==> config.mk <==
export PLATFORM = sky130hd
export DESIGN_NAME = modbus_tx_response
export DESIGN_NICKNAME = d
export VERILOG_FILES = /design/src/rtl/modbus_pkg.sv /design/src/rtl/crc16_modbus_serial.sv /design/src/rtl/modbus_tx_response.sv
export SDC_FILE = /design/constraint.sdc
export NUM_CORES = 1
export LEC_CHECK = 0
export BUFFER_PORTS_ARGS = -buffer_cell sky130_fd_sc_hd__buf_2
export CAP_MARGIN = 40
export CORE_MARGIN = 1.5
export CORE_UTILIZATION = 63
export DETAILED_ROUTE_END_ITERATION = 16
export PLACE_DENSITY = 0.89
export SLEW_MARGIN = 0
export SYNTH_ARGS = -nofsm -noshare
export SYNTH_HDL_FRONTEND = slang
export SYNTH_HIERARCHICAL = 1
export SYNTH_SLANG_ARGS = --single-unit
==> constraint.sdc <==
create_clock -name clk_in -period 5.1 [get_ports clk_in]
set_input_delay 0.765 -clock clk_in [delete_from_list [all_inputs] [get_ports clk_in]]
set_output_delay 0.765 -clock clk_in [all_outputs]
set_load 0.005 [all_outputs]
==> src/rtl/modbus_pkg.sv <==
// Shared Modbus definitions for the slave transmit and receive paths.
//   - function codes and exception codes
//   - CRC-16/Modbus constants and a single-bit CRC step helper
//   - transmit FSM state encoding and response frame kinds
package modbus_pkg;

  // Function codes handled by the slave
  localparam logic [7:0] FC_READ_HOLDING  = 8'h03;
  localparam logic [7:0] FC_READ_INPUT    = 8'h04;
  localparam logic [7:0] FC_WRITE_SINGLE  = 8'h06;

  // Exception codes
  localparam logic [7:0] EX_ILLEGAL_FUNCTION   = 8'h01;
  localparam logic [7:0] EX_ILLEGAL_DATA_ADDR  = 8'h02;
  localparam logic [7:0] EX_ILLEGAL_DATA_VALUE = 8'h03;
  localparam logic [7:0] EX_SLAVE_FAILURE      = 8'h04;

  // CRC-16/Modbus (reflected polynomial, processed LSB first)
  localparam logic [15:0] CRC_INIT = 16'hFFFF;
  localparam logic [15:0] CRC_POLY = 16'hA001;

  // Transmit FSM state encoding
  localparam logic [2:0] ST_IDLE        = 3'd0;
  localparam logic [2:0] ST_LOAD        = 3'd1;
  localparam logic [2:0] ST_FETCH       = 3'd2;
  localparam logic [2:0] ST_SEND        = 3'd3;
  localparam logic [2:0] ST_CRC         = 3'd4;
  localparam logic [2:0] ST_SEND_CRC_LO = 3'd5;
  localparam logic [2:0] ST_SEND_CRC_HI = 3'd6;
  localparam logic [2:0] ST_FIN         = 3'd7;

  // Shape of the response body (everything between address and CRC)
  typedef enum logic [1:0] {
    FRAME_EXCEPTION = 2'd0,
    FRAME_READ      = 2'd1,
    FRAME_WRITE     = 2'd2
  } frame_kind_e;

  // One bit of the CRC: fold the incoming data bit into the LSB and shift.
  function automatic logic [15:0] crc16_step(input logic [15:0] crc,
                                             input logic        bit_in);
    logic [15:0] shifted;
    shifted = {1'b0, crc[15:1]};
    return (crc[0] ^ bit_in) ? (shifted ^ CRC_POLY) : shifted;
  endfunction

endpackage

==> src/rtl/crc16_modbus_serial.sv <==
// Bit-serial CRC-16/Modbus engine, shared with the receive path.
//   clk_in  : system clock (rising edge)
//   rst_in  : asynchronous active-high reset (CRC register -> CRC_INIT)
//   load    : reinitialise the CRC register to CRC_INIT for a new frame
//   start   : accept byte_in and fold it in over the next 8 cycles
//   byte_in : byte to accumulate (sampled on the start cycle)
//   busy    : high while the 8-cycle update is in progress
//   crc_out : current CRC value (final once busy is low)
module crc16_modbus_serial
  import modbus_pkg::*;
(
  input  logic        clk_in,
  input  logic        rst_in,
  input  logic        load,
  input  logic        start,
  input  logic [7:0]  byte_in,
  output logic        busy,
  output logic [15:0] crc_out
);

  logic [15:0] crc_q,   crc_d;
  logic [7:0]  shift_q, shift_d;
  logic [3:0]  cnt_q,   cnt_d;

  // NOTE: every signal gets a default at the top of the block so no path
  // leaves it unassigned; otherwise synthesis infers a latch.
  always_comb begin
    crc_d   = crc_q;
    shift_d = shift_q;
    cnt_d   = cnt_q;
    if (load) begin
      crc_d = CRC_INIT;
      cnt_d = 4'd0;
    end else if (start && cnt_q == 4'd0) begin
      shift_d = byte_in;
      cnt_d   = 4'd8;
    end else if (cnt_q != 4'd0) begin
      crc_d   = crc16_step(crc_q, shift_q[0]);
      shift_d = {1'b0, shift_q[7:1]};
      cnt_d   = cnt_q - 4'd1;
    end
  end

  // NOTE: state flops use non-blocking assignments so every flop samples
  // the pre-edge value of its inputs, independent of statement order.
  always_ff @(posedge clk_in or posedge rst_in) begin
    if (rst_in) begin
      crc_q   <= CRC_INIT;
      shift_q <= 8'h00;
      cnt_q   <= 4'd0;
    end else begin
      crc_q   <= crc_d;
      shift_q <= shift_d;
      cnt_q   <= cnt_d;
    end
  end

  assign busy    = (cnt_q != 4'd0);
  assign crc_out = crc_q;

endmodule

==> src/rtl/modbus_tx_response.sv <==
// Modbus RTU slave response builder: turns a decoded request (or an
// exception code) into a byte stream with a trailing CRC-16.
//   clk_in, rst_in        : clock and asynchronous active-high reset
//   start                 : one-cycle request pulse, accepted only while idle
//   exception             : exception code, 0 for a normal response
//   func_code, addr, data : request fields (data = quantity or write value)
//   rd_en, rd_addr        : register read strobe/address
//   rd_data               : register data, valid the cycle after rd_en
//   tx_data/valid/ready   : byte handshake towards the UART transmitter
//   busy                  : a response is in progress
//   done                  : one-cycle pulse once the last byte is accepted
module modbus_tx_response
  import modbus_pkg::*;
#(
  parameter logic [7:0] SLAVE_ADDR = 8'h01,
  parameter int         MAX_QTY    = 5
) (
  input  logic        clk_in,
  input  logic        rst_in,
  input  logic        start,
  input  logic [7:0]  exception,
  input  logic [7:0]  func_code,
  input  logic [15:0] addr,
  input  logic [15:0] data,
  output logic        rd_en,
  output logic [15:0] rd_addr,
  input  logic [15:0] rd_data,
  output logic [7:0]  tx_data,
  output logic        tx_valid,
  input  logic        tx_ready,
  output logic        busy,
  output logic        done
);

  logic [2:0]  state_q,    state_d;
  frame_kind_e kind_q,     kind_d;
  logic [7:0]  ex_q,       ex_d;
  logic [7:0]  func_q,     func_d;
  logic [15:0] addr_q,     addr_d;
  logic [15:0] data_q,     data_d;
  logic [8:0]  idx_q,      idx_d;    // index of the next body byte
  logic [8:0]  last_q,     last_d;   // body length (bytes before the CRC)
  logic [15:0] word_q,     word_d;   // register word being sent
  logic [7:0]  tx_data_q,  tx_data_d;
  logic        tx_valid_q, tx_valid_d;
  logic        rd_en_q,    rd_en_d;
  logic [15:0] rd_addr_q,  rd_addr_d;
  logic        busy_q,     busy_d;
  logic        done_q,     done_d;

  logic        crc_load;
  logic        crc_start;
  logic        crc_busy;
  logic [15:0] crc_out;

  logic [7:0]  qty;
  logic        qty_ok;
  logic        is_read_fc;
  logic        need_fetch;
  logic [8:0]  word_idx;
  logic [7:0]  next_byte;

  assign qty        = data[7:0];
  assign qty_ok     = (qty != 8'd0) && (int'(qty) <= MAX_QTY);
  assign is_read_fc = (func_code == FC_READ_HOLDING) || (func_code == FC_READ_INPUT);

  // Read bodies carry register words from body offset 3 on; each word's
  // high byte sits at an odd index and must be fetched before it is sent.
  assign need_fetch = (kind_q == FRAME_READ) && (idx_q >= 9'd3) && idx_q[0];
  assign word_idx   = (idx_q - 9'd3) >> 1;

  // Body byte at idx_q for every case that does not need a fresh fetch.
  always_comb begin
    next_byte = word_q[7:0];
    if (idx_q == 9'd0) begin
      next_byte = SLAVE_ADDR;
    end else if (idx_q == 9'd1) begin
      next_byte = (kind_q == FRAME_EXCEPTION) ? (func_q | 8'h80) : func_q;
    end else if (idx_q == 9'd2) begin
      case (kind_q)
        FRAME_EXCEPTION: next_byte = ex_q;
        FRAME_WRITE:     next_byte = addr_q[15:8];
        default:         next_byte = {data_q[6:0], 1'b0};  // byte count = 2*qty
      endcase
    end else if (kind_q == FRAME_WRITE) begin
      case (idx_q)
        9'd3:    next_byte = addr_q[7:0];
        9'd4:    next_byte = data_q[15:8];
        default: next_byte = data_q[7:0];
      endcase
    end
  end

  always_comb begin
    state_d    = state_q;
    kind_d     = kind_q;
    ex_d       = ex_q;
    func_d     = func_q;
    addr_d     = addr_q;
    data_d     = data_q;
    idx_d      = idx_q;
    last_d     = last_q;
    word_d     = word_q;
    tx_data_d  = tx_data_q;
    tx_valid_d = tx_valid_q;
    rd_en_d    = 1'b0;
    rd_addr_d  = rd_addr_q;
    busy_d     = busy_q;
    done_d     = 1'b0;
    crc_load   = 1'b0;
    crc_start  = 1'b0;

    case (state_q)
      ST_IDLE: begin
        if (start) begin
          func_d  = func_code;
          addr_d  = addr;
          data_d  = data;
          idx_d   = 9'd0;
          busy_d  = 1'b1;
          state_d = ST_LOAD;
          // Anything that cannot be answered normally becomes a slave
          // device failure exception.
          if (exception != 8'h00) begin
            kind_d = FRAME_EXCEPTION;
            ex_d   = exception;
            last_d = 9'd3;
          end else if (func_code == FC_WRITE_SINGLE) begin
            kind_d = FRAME_WRITE;
            ex_d   = 8'h00;
            last_d = 9'd6;
          end else if (is_read_fc && qty_ok) begin
            kind_d = FRAME_READ;
            ex_d   = 8'h00;
            last_d = 9'd3 + {qty, 1'b0};
          end else begin
            kind_d = FRAME_EXCEPTION;
            ex_d   = EX_SLAVE_FAILURE;
            last_d = 9'd3;
          end
        end
      end

      ST_LOAD: begin
        crc_load   = 1'b1;
        tx_data_d  = SLAVE_ADDR;
        tx_valid_d = 1'b1;
        state_d    = ST_SEND;
      end

      ST_FETCH: begin
        // First cycle drives rd_en; the second captures the returned word.
        if (!rd_en_q) begin
          word_d     = rd_data;
          tx_data_d  = rd_data[15:8];
          tx_valid_d = 1'b1;
          state_d    = ST_SEND;
        end
      end

      ST_SEND: begin
        if (tx_ready) begin
          tx_valid_d = 1'b0;
          crc_start  = 1'b1;
          idx_d      = idx_q + 9'd1;
          state_d    = ST_CRC;
        end
      end

      ST_CRC: begin
        if (!crc_busy) begin
          if (idx_q == last_q) begin
            tx_data_d  = crc_out[7:0];
            tx_valid_d = 1'b1;
            state_d    = ST_SEND_CRC_LO;
          end else if (need_fetch) begin
            rd_en_d   = 1'b1;
            rd_addr_d = addr_q + {7'd0, word_idx};  // 16-bit wrap is intended
            state_d   = ST_FETCH;
          end else begin
            tx_data_d  = next_byte;
            tx_valid_d = 1'b1;
            state_d    = ST_SEND;
          end
        end
      end

      ST_SEND_CRC_LO: begin
        if (tx_ready) begin
          tx_valid_d = 1'b0;
          state_d    = ST_SEND_CRC_HI;
        end
      end

      ST_SEND_CRC_HI: begin
        // Entered with tx_valid low, which gives the required idle gap.
        if (!tx_valid_q) begin
          tx_data_d  = crc_out[15:8];
          tx_valid_d = 1'b1;
        end else if (tx_ready) begin
          tx_valid_d = 1'b0;
          done_d     = 1'b1;
          state_d    = ST_FIN;
        end
      end

      ST_FIN: begin
        busy_d  = 1'b0;
        state_d = ST_IDLE;
      end

      default: state_d = ST_IDLE;
    endcase
  end

  always_ff @(posedge clk_in or posedge rst_in) begin
    if (rst_in) begin
      state_q    <= ST_IDLE;
      kind_q     <= FRAME_EXCEPTION;
      ex_q       <= 8'h00;
      func_q     <= 8'h00;
      addr_q     <= 16'h0000;
      data_q     <= 16'h0000;
      idx_q      <= 9'd0;
      last_q     <= 9'd0;
      word_q     <= 16'h0000;
      tx_data_q  <= 8'h00;
      tx_valid_q <= 1'b0;
      rd_en_q    <= 1'b0;
      rd_addr_q  <= 16'h0000;
      busy_q     <= 1'b0;
      done_q     <= 1'b0;
    end else begin
      state_q    <= state_d;
      kind_q     <= kind_d;
      ex_q       <= ex_d;
      func_q     <= func_d;
      addr_q     <= addr_d;
      data_q     <= data_d;
      idx_q      <= idx_d;
      last_q     <= last_d;
      word_q     <= word_d;
      tx_data_q  <= tx_data_d;
      tx_valid_q <= tx_valid_d;
      rd_en_q    <= rd_en_d;
      rd_addr_q  <= rd_addr_d;
      busy_q     <= busy_d;
      done_q     <= done_d;
    end
  end

  crc16_modbus_serial u_crc (
    .clk_in  (clk_in),
    .rst_in  (rst_in),
    .load    (crc_load),
    .start   (crc_start),
    .byte_in (tx_data_q),
    .busy    (crc_busy),
    .crc_out (crc_out)
  );

  assign tx_data  = tx_data_q;
  assign tx_valid = tx_valid_q;
  assign rd_en    = rd_en_q;
  assign rd_addr  = rd_addr_q;
  assign busy     = busy_q;
  assign done     = done_q;

endmodule

==> results of run 1 <==
final timing paths:
path | start | end | slack (ns)
max | idx_q[2] | rd_addr[14] | 1.92
min | rst_in | word_q[1] | 0.39
max reg2reg | idx_q[2] | rd_addr[14] | 1.92
min reg2reg | func_q[2] | func_q[2] | 0.48
max in group asynchronous | rst_in | func_q[7] | 3.91
min in group clk_in | func_q[2] | func_q[2] | 0.48
metal layers:
layer,GRT usage (%),wire [microns],share of wire [%],vias up
met5,0,0,0,-
li1,-,-,-,2943
met4,13.5,601,3.2,0
met3,7.13,1440,7.5,60
met2,49.2,9000,47,335
met1,42.7,8000,42,3060
layout by cell type, fill, tap and decap left out, types with 7 or more instances in the layout:
cell type and count:
xor2_1 23, nor2_1 50, buf_4 7, o32ai_1 8, o22ai_1 8, clkbuf_16 17
o211a_1 7, buf_2 95, a31oi_1 9, nand2b_1 7, ha_1 16, dfrtp_1 119
a21oi_1 34, nand3_1 37, mux2_2 30, a2bb2oi_1 7, a222oi_1 7, xnor2_1 16
mux2i_1 17, nor2b_1 7, nand2_1 190, nor3_1 13, o21ai_0 18, inv_1 18
dfstp_2 16
cell families after synthesis:
| group | Yosys count |
|---|---|
| buf+inv | 72 |
| xor+xnor | 39 |
| compound gates | 146 |
| flops | 135 |
| fa+ha+maj | 17 |
| mux | 47 |
| simple gates | 345 |
final cells by class:
class	count	area share, %
tap	143	2.11
timing repair buffer	106	7.14
multi-input combinational	594	43.5
clock buffer	20	5.27
inverter	20	0.915
sequential	135	40.1
clock inverter	11	0.915
report_power, final:
part           internal, W  total (W)  switching, W  leakage [nW]
Clock             0.000630    0.00110      0.000473         0.252
Combinational      0.00103    0.00236       0.00133          2.19
Sequential         0.00150    0.00192      0.000418          1.67
Total              0.00316    0.00538       0.00222          4.11
stage by stage:
step	cells	worst slack [ns]
after floorplan	801	1.52
after CTS	1029	1.93
final	1029	1.92
after global placement	993	1.92
after global routing	1029	1.66
after detailed placement	998	1.97
state kept, by name (all words and copies together) (netlist names):
signal / count
idx_q: 9
busy: 1
rd_addr: 16
u_crc/shift_q: 8
done: 1
data_q: 16
addr_q: 16
u_crc/crc_out: 16
state_q: 3
func_q: 8
tx_data: 8
rd_en: 1
tx_valid: 1
last_q: 9
word_q: 8
ex_q: 8
kind_q: 2
u_crc/cnt_q: 4
critical path: cells and delay by family (launching register included):
family	cells	cell delay (ns)
mux	1	0.27
compound gates	1	0.26
simple gates	6	1.38
fa+ha+maj	1	0.37
flops	1	0.52
xor+xnor	2	0.28
==> results.md, run 1 <==
* Status: completed
* Register area share after synthesis at a little under half
* Hold-fix buffers, CTS at 0
* Ys flop type: dfrtp_1
* Drt drc at 0
* DP HPWL at 13200 microns
* Final Hold Fails at 0
* Area growth syn-to-layout at 14.4%
* Clock transition at path regs at ~0.06 ns
* Total gr overflow at 0
* Fin crit share at around 62%
* Vias post-DR at between 6000 and 7000
* Warnings, synthesis at 6
* Slowest-stage cell, CP: or3_1
* Number of global-route vias before repair at about 6100
* Global-route usage over all layers at between 30% and 40%
* Ranking of synthesized cells by area: dfrtp_1 40%, nand2_1 9.6%, dfstp_2 5.7%
* Multi-input gate area at ~3700 sq um
* Hold slack at 0.391 ns
* Antenna Cells at 0
* Initial core utilization at about two thirds
* Root Buffer: clkbuf_16
* P per Cell Area at roughly 630 nW/um^2
* DR iter-0 viols at between 800 and 900
* Die Height at about 110 microns
* Number of fillers in the final layout at 801
* Slew of the pin with the lowest slew margin at 0.709 ns
* WL/cell at 18.5 microns
* Main combinational cell family by area after synthesis: simple AND/OR/NAND/NOR gates
* Most frequent cell after synthesis: nand2_1
* Synth Area in Adders at 2.97%
* Fmax at 314 MHz
* Largest net degree at the start of global routing at 59
* CP Max Fanout at 13
* Critical Path Start Type: flip-flop
* FF/Latch Area at between 3000 and 4000 sq um
* Routability Congestion at between 0.8 and 0.9
* CTS Buffer Depth at 2
* Clk Latency, worst-skew pair at 0.43 ns
* Slew Viols, Final at 0
* Routed vias/inst at approximately 6.2
* CTS H-tree depth at 4
* Power Total at 0.00538 W
* Die Area at around 12000 sq um
* Setup violators final at 0
* CP required at between 5 and 6 ns
* Crit path DAT at approximately 3.5 ns
* Async SR Flop Fraction at 100%
* Max_slew headroom at ~53%
* Cts repair resizes at 0
* Synth cell count leaders: 190 x nand2_1, 119 x dfrtp_1, 50 x nor2_1
* Pre-Repair DR Iteration Count at 6
* Peak VDD IR at 0.458 mV
* Yosys top cell area share at around two fifths
* Count of cell types in the netlist at 74
* Syn avg cell area at 9.25 sq um
* Syn Std Cell Area at about 7400 sq um
* Fin util at 74.2%
* Clock Skew at ~0.0066 ns
* Routed WL at between 15000 and 20000 microns
* Crit path capture type: flip-flop
* Setup_tns at 0 ns
* Port Buffers at 95
* CTS tree: built
* Register bit total from synthesis at roughly 140
* RSZ-0062 raised after global routing: no
* Total CTS buffers at 17
* Post-synth EDFFs at 0
* Post-route antenna net violation count at 0
* Setup Crit Path Kind: flip-flop to flip-flop
* Synth area leader: dfrtp_1
* Core box area at approximately 11000 sq um
* Final Instance Area at roughly 8500 sq um
* Cells along the critical path: or3_1 > nor3_1 > nor3b_1 > xor2_1 > ha_1 > nor2_1 > nor2_1 > o41a_1 > nand3_1 > xnor2_1 > mux2_2
* Post-CTS Setup Bufs at 0
* Compound-Gate Fraction of Synth Area at 14.2%
* Ports at between 90 and 100
* Share of post-route cells with drive strength above 1 at roughly 22%
* Final min period at about 3.2 ns
* Layout net count at 959
* Mapped Cells at 801
* Initial antenna violation count at 0
* Post-synthesis simple-gate area fraction at 21.1%
* Die width at approximately 110 microns
* MaxCap Viol Count at 0
* Crit-path most repeated cell: nor2_1
* Placed inst area at a little under 8000 sq um
* Post-synthesis xor/xnor area fraction at ~4.6%
* Post-synthesis mux area share at about 6.9%
* Post-Syn Nets at ~900
* CTS Sinks at around 140
* Worst r2r path cells at 11
* Lkg Pwr at slightly above 4 nW
* Hold Crit Class: input port to async pin
* First-pass GRT wire length at 30700 microns
* Rows at 39
* Worst path max stage delay at ~0.56 ns
Note: power is estimated with default switching activity, not from simulation.
==> inputs of run 2 (changes only) <==
CORE_UTILIZATION = 53   (was 63)
PLACE_DENSITY = 0.8   (was 0.89)
clock period = 2.71 ns   (was 5.1 ns; I/O delays follow)
==> results.md, run 2 (synthesized netlist as in run 1, its figures left out) <==
* Status: complete, but fails checks (was completed)
* Failing checks: setup timing
* Final Hold Fails at 0 (unchanged)
* CP required at 3.02 ns (was 5.41 ns)
* Fin crit share at 102% (was 62.4%)
* Lkg Pwr at 4.33 nW (was 4.11 nW)
* Pre-Repair DR Iteration Count at 8 (was 6)
* Cells along the critical path: or3_4 > nor2_2 > xor2_1 > ha_1 > nand3_2 > o211ai_1 > o41a_1 > nand3_2 > xnor2_1 > mux2_4 (was or3_1 > nor3_1 > nor3b_1 > xor2_1 > ha_1 > nor2_1 > nor2_1 > o41a_1 > nand3_1 > xnor2_1 > mux2_2)
* CTS tree: built (unchanged)
* First-pass GRT wire length at 30600 microns (was 30700 microns)
* Fmax at 362 MHz (was 314 MHz)
* Setup Crit Path Kind: flip-flop to flip-flop (unchanged)
* Crit path DAT at 3.08 ns (was 3.50 ns)
* Antenna Cells at 0 (unchanged)
* Number of global-route vias before repair at 6056 (was 6142)
* Root Buffer: clkbuf_16 (unchanged)
* WL/cell at 18.0 microns (was 18.5 microns)
* Routability Congestion at 0.947 (was 0.863)
* Slowest-stage cell, CP: or3_4 (was or3_1)
* Commonest non-fill, non-tap cell in the layout: nand2_1 (unchanged)
* Crit-path most repeated cell: nand3_2 (was nor2_1)
* Critical Path Start Type: flip-flop (unchanged)
* Setup violators final at 5 (was 0)
* CTS H-tree depth at 4 (unchanged)
* CP Max Fanout at 5 (was 13)
* CTS Buffer Depth at 2 (unchanged)
* Placed insts at 1059 (was 998)
* CTS Sinks at 135 (unchanged)
* DR iter-0 viols at 681 (was 897)
* Die width at 121 microns (was 111 microns)
* Area growth syn-to-layout at 21.1% (was 14.4%)
* Post-route antenna net violation count at 0 (unchanged)
* Worst r2r path cells at 10 (was 11)
* P per Cell Area at 1240 nW/um^2 (was 635 nW/um^2)
* MaxCap Viol Count at 0 (unchanged)
* Die Area at 14700 sq um (was 12400 sq um)
* Drt drc at 0 (unchanged)
* Total gr overflow at 0 (unchanged)
* Clock Skew at 0.00878 ns (was 0.00659 ns)
* Peak VDD IR at 0.634 mV (was 0.458 mV)
* DP HPWL at 13500 microns (was 13200 microns)
* Max_slew headroom at 45.3% (was 52.8%)
* Worst r2r src: idx_q[4] (was idx_q[2])
* Slew of the pin with the lowest slew margin at 0.820 ns (was 0.709 ns)
* Rows at 43 (was 39)
* Routed WL at 19700 microns (was 19000 microns)
* Initial antenna violation count at 0 (unchanged)
* Port Buffers at 95 (unchanged)
* Hold-fix buffers, CTS at 0 (unchanged)
* Clk Latency, worst-skew pair at 0.43 ns (about the same)
* Routed vias/inst at 5.94 (was 6.22)
* Slew Viols, Final at 0 (unchanged)
* Reg2reg setup slack at -0.06 ns (was 1.92 ns)
* Setup ws final at -0.0562 ns (was 1.92 ns)
* Crit path capture type: flip-flop (unchanged)
* Vias post-DR at 6524 (was 6398)
* Share of post-route cells with drive strength above 1 at 26.9% (was 22.5%)
* Global-route usage over all layers at 27.1% (was 31.5%)
* Worst R2R End: rd_addr[10] (was rd_addr[14])
* RSZ-0062 raised after global routing: yes (was no)
* Non-Filler Instances at 1098 (was 1029)
* Most frequent cells in the layout: 190 x nand2_1, 119 x dfrtp_1, 95 x buf_2 (unchanged)
* Total CTS buffers at 17 (unchanged)
* Crit-path leading delay family: simple AND/OR/NAND/NOR gates (unchanged)
* Initial core utilization at 53.8% (was 64.9%)
* Setup_tns at -0.125 ns (was 0 ns)
* Clock transition at path regs at 0.06 ns (about the same)
* Ports at 96 (unchanged)
* Core box area at 13800 sq um (was 11400 sq um)
* Layout net count at 990 (was 959)
* Final min period at 2.77 ns (was 3.18 ns)
* Hold slack at 0.0918 ns (was 0.391 ns)
* Hold Crit Class: input port to async pin (unchanged)
* Die Height at 121 microns (was 111 microns)
* Largest net degree at the start of global routing at 56 (was 59)
* Worst path max stage delay at 0.43 ns (was 0.56 ns)
* Worst Path Buf+Inv at 0 (unchanged)
==> run 2: metal layers <==
metal | global-route usage, % | vias to the layer above | wire length, microns
met1 | 37.4 | 3209 | 8610
li1 | - | 3000 | -
met3 | 5.64 | 42 | 1230
met4 | 11.5 | 0 | 499
met2 | 41.8 | 273 | 9410
met5 | 0 | - | 0
==> run 2: power by group <==
group          total, W  internal (W)  switching, W
Clock           0.00269       0.00180      0.000885
Sequential      0.00356       0.00282      0.000735
Combinational   0.00489       0.00219       0.00269
==> run 2: repair_timing <==
item	in CTS	in global routing
setup buffers	2	5
gates resized for setup	7	12
setup endpoints to repair	4	16
pin swaps	9	14
==> run 2: cell type report <==
class	instances	area, sq um
clock buffer	21	470
clock inverter	11	218
fill	1084	4800
inverter	20	78.8
multi-input combinational	594	3770
sequential	135	3400
tap	180	225
timing repair buffer	137	816
==> run 2: worst max-delay path by stage <==
stage,cells past startpoint,slack [ns],end,startpoint
final,10,-0.06,rd_addr[10],idx_q[4]
after detailed placement,10,-0.003,rd_addr[10],idx_q[1]
after global placement,10,0.06,rd_addr[14],idx_q[0]
after floorplan,12,0.01,rd_addr[15],idx_q[3]
after global routing,10,-0.19,rd_addr[10],idx_q[4]
after CTS,10,-0.04,rd_addr[10],idx_q[2]
==> run 2: metrics by stage <==
stage	setup slack, ns	instance area [sq um]	util, %	power, W
final	-0.0562	8970	65.2	0.0111
after detailed placement	-0.00291	8170	59.3	0.00805
after CTS	-0.0381	8900	64.6	0.0109
after floorplan	0.0127	7420	-	0.00677
after global placement	0.0647	8170	59.3	0.00790
after global routing	-0.194	8970	65.2	0.0118
==> run 2: worst reg2reg max path: cells and delay by family (launching register included) <==
family	cells	cell delay [ns]
compound gates	2	0.56
xor+xnor	2	0.24
fa+ha+maj	1	0.40
flops	1	0.38
mux	1	0.26
simple gates	4	0.82
==> inputs of run 3 (changes only) <==
CORE_UTILIZATION = 58   (was 53)
PLACE_DENSITY = 0.83   (was 0.8)
clock period = 3.1 ns   (was 2.71 ns; I/O delays follow)
==> results.md, run 3 (synthesized netlist as in run 1, its figures left out) <==
* Final min period at 2.93 ns (was 2.77 ns)
* Ports at 96 (unchanged)
* Critical Path Sink: rd_addr[12] (was rd_addr[10])
* Core box area at 12500 sq um (was 13800 sq um)
* Total gr overflow at 0 (unchanged)
* Crit path capture type: flip-flop (unchanged)
* Worst r2r src: idx_q[0] (was idx_q[4])
* Largest net degree at the start of global routing at 56 (unchanged)
* Placed inst area at 8060 sq um (was 8170 sq um)
* Crit path DAT at 3.24 ns (was 3.08 ns)
* Reg2reg setup slack at 0.17 ns (was -0.06 ns)
* Die width at 116 microns (was 121 microns)
* CP required at 3.41 ns (was 3.02 ns)
* Total CTS buffers at 17 (unchanged)
* Die Area at 13500 sq um (was 14700 sq um)
* Status: completed (was complete, but fails checks)
* Cell-internal power at 0.00542 W (was 0.00682 W)
* Rows at 41 (was 43)
* Switch share at 39.8% (was 38.8%)
* CP Depth at 10 (unchanged)
* Clock Skew at 0.00662 ns (was 0.00878 ns)
* Routed vias/inst at 5.92 (was 5.94)
* P per Cell Area at 1040 nW/um^2 (was 1240 nW/um^2)
* Seq pwr share at 35.1% (was 32.0%)
* Pre-Repair DR Iteration Count at 6 (was 8)
* Antenna Cells at 0 (unchanged)
* DR iter-0 viols at 656 (was 681)
* Initial core utilization at 59.2% (was 53.8%)
* Crit-path most repeated cell: ha_1 (was nand3_2)
* Routability Congestion at 0.892 (was 0.947)
* Peak VDD IR at 0.608 mV (was 0.634 mV)
* Final Hold Fails at 0 (unchanged)
* Fmax at 342 MHz (was 362 MHz)
* Worst R2R End: rd_addr[12] (was rd_addr[10])
* Crit-path leading delay family: adder cells (was simple AND/OR/NAND/NOR gates)
* Layout net count at 972 (was 990)
* Global-route usage over all layers at 29.7% (was 27.1%)
* Clock transition at path regs at 0.05 ns (was 0.06 ns)
* Slew Viols, Final at 0 (unchanged)
* Fin crit share at 94.4% (was 102%)
* CTS H-tree depth at 4 (unchanged)
* Worst path max stage delay at 0.44 ns (was 0.43 ns)
* CTS Sinks at 135 (unchanged)
* Number of fillers in the final layout at 1002 (was 1084)
* Cts repair resizes at 0 (was 7)
* MaxCap Viol Count at 0 (unchanged)
* Max_slew headroom at 42.9% (was 45.3%)
* Root Buffer: clkbuf_16 (unchanged)
* WL/cell at 17.7 microns (was 18.0 microns)
* Commonest non-fill, non-tap cell in the layout: nand2_1 (unchanged)
* CP Max Fanout at 5 (unchanged)
* Die Height at 116 microns (was 121 microns)
* CTS Buffer Depth at 2 (unchanged)
* Final Instance Area at 8630 sq um (was 8970 sq um)
* Cells along the critical path: inv_1 > ha_1 > ha_1 > fa_1 > a21oi_2 > o211ai_1 > o41a_1 > nand3_1 > xnor2_1 > mux2_2 (was or3_4 > nor2_2 > xor2_1 > ha_1 > nand3_2 > o211ai_1 > o41a_1 > nand3_2 > xnor2_1 > mux2_4)
* Hold Crit Class: input port to async pin (unchanged)
* Most frequent cells in the layout: 190 x nand2_1, 117 x dfrtp_1, 95 x buf_2 (was 190 x nand2_1, 119 x dfrtp_1, 95 x buf_2)
* Slew of the pin with the lowest slew margin at 0.856 ns (was 0.820 ns)
* Power share of the combinational group at 43.4% (was 43.9%)
* Critical Path Start Type: flip-flop (unchanged)
* Routed WL at 18900 microns (was 19700 microns)
* Lkg Pwr at 4.18 nW (was 4.33 nW)
* Share of post-route cells with drive strength above 1 at 23.5% (was 26.9%)
* Slowest-stage cell, CP: dfrtp_2 (was or3_4)
* Worst Path Buf+Inv at 1 (was 0)
* P_sw at 0.00358 W (was 0.00432 W)
* Setup_tns at 0 ns (was -0.125 ns)
* Hold-fix buffers, CTS at 0 (unchanged)
* Drt drc at 0 (unchanged)
* Initial antenna violation count at 0 (unchanged)
* Setup violators final at 0 (was 5)
* Setup Crit Path Kind: flip-flop to flip-flop (unchanged)
* First-pass GRT wire length at 30300 microns (was 30600 microns)
* DP HPWL at 13200 microns (was 13500 microns)
* CTS tree: built (unchanged)
* RSZ-0062 raised after global routing: no (was yes)
* Vias post-DR at 6314 (was 6524)
* Area growth syn-to-layout at 16.5% (was 21.1%)
* Number of global-route vias before repair at 6035 (was 6056)
* Port Buffers at 95 (unchanged)
* Post-CTS Setup Bufs at 0 (was 2)
* Worst r2r path cells at 10 (unchanged)
* Post-route antenna net violation count at 0 (unchanged)
* Critical path origin: idx_q[0] (was idx_q[4])
* Clock power frac at 21.5% (was 24.1%)
* Clk Latency, worst-skew pair at 0.43 ns (about the same)
run 3: cell types whose count changed in the layout (fill, tap and decap cells not counted), moves of 3 or more:
cell / change
buf_4: -18
bufinv_16: -4
nand3_1: +3
nand3_2: -3
run 3: worst min path at each step:
stage,start,end,cells past startpoint
final,rst_in,done,2
after global routing,rst_in,tx_valid,2
after CTS,rst_in,done,2
after detailed placement,ex_q[7],ex_q[7],2
after global placement,ex_q[7],ex_q[7],2
after floorplan,ex_q[1],ex_q[1],2
run 3: routing by layer:
| layer | GRT usage (%) | up-vias | routed length, microns |
|---|---|---|---|
| met4 | 10.7 | 0 | 425 |
| li1 | - | 2953 | - |
| met5 | 0 | - | 0 |
| met2 | 45.7 | 239 | 8940 |
| met1 | 41.7 | 3087 | 8340 |
| met3 | 6.38 | 35 | 1180 |
run 3: cell type report:
type | count | area, sq um | area share, %
Clock buffer | 23 | 478 | 5.54
Clock inverter | 4 | 72.6 | 0.841
Tap cell | 172 | 215 | 2.49
Multi-Input combinational cell | 594 | 3700 | 42.9
Sequential cell | 135 | 3400 | 39.4
Timing Repair Buffer | 119 | 681 | 7.89
Inverter | 20 | 78.8 | 0.914
run 3: metrics by stage:
step	cells	setup slack, ns	power (W)	hold slack, ns	utilization [%]
final	1067	0.174	0.00900	0.0955	68.9
after global routing	1067	0.0486	0.00957	0.115	68.9
after CTS	1067	0.107	0.00894	0.0966	68.8
after detailed placement	1040	0.203	0.00693	0.463	64.4
after global placement	1039	0.312	0.00680	0.459	64.3
after floorplan	801	0.287	0.00591	0.442	-
run 3: power groups by stage:
stage	logic [W]	registers, W	clock network, W
after floorplan	0.00305	0.00286	0
after detailed placement	0.00378	0.00314	0
after CTS	0.00386	0.00313	0.00195
final	0.00391	0.00316	0.00194
after global routing	0.00432	0.00323	0.00202
after global placement	0.00367	0.00313	0
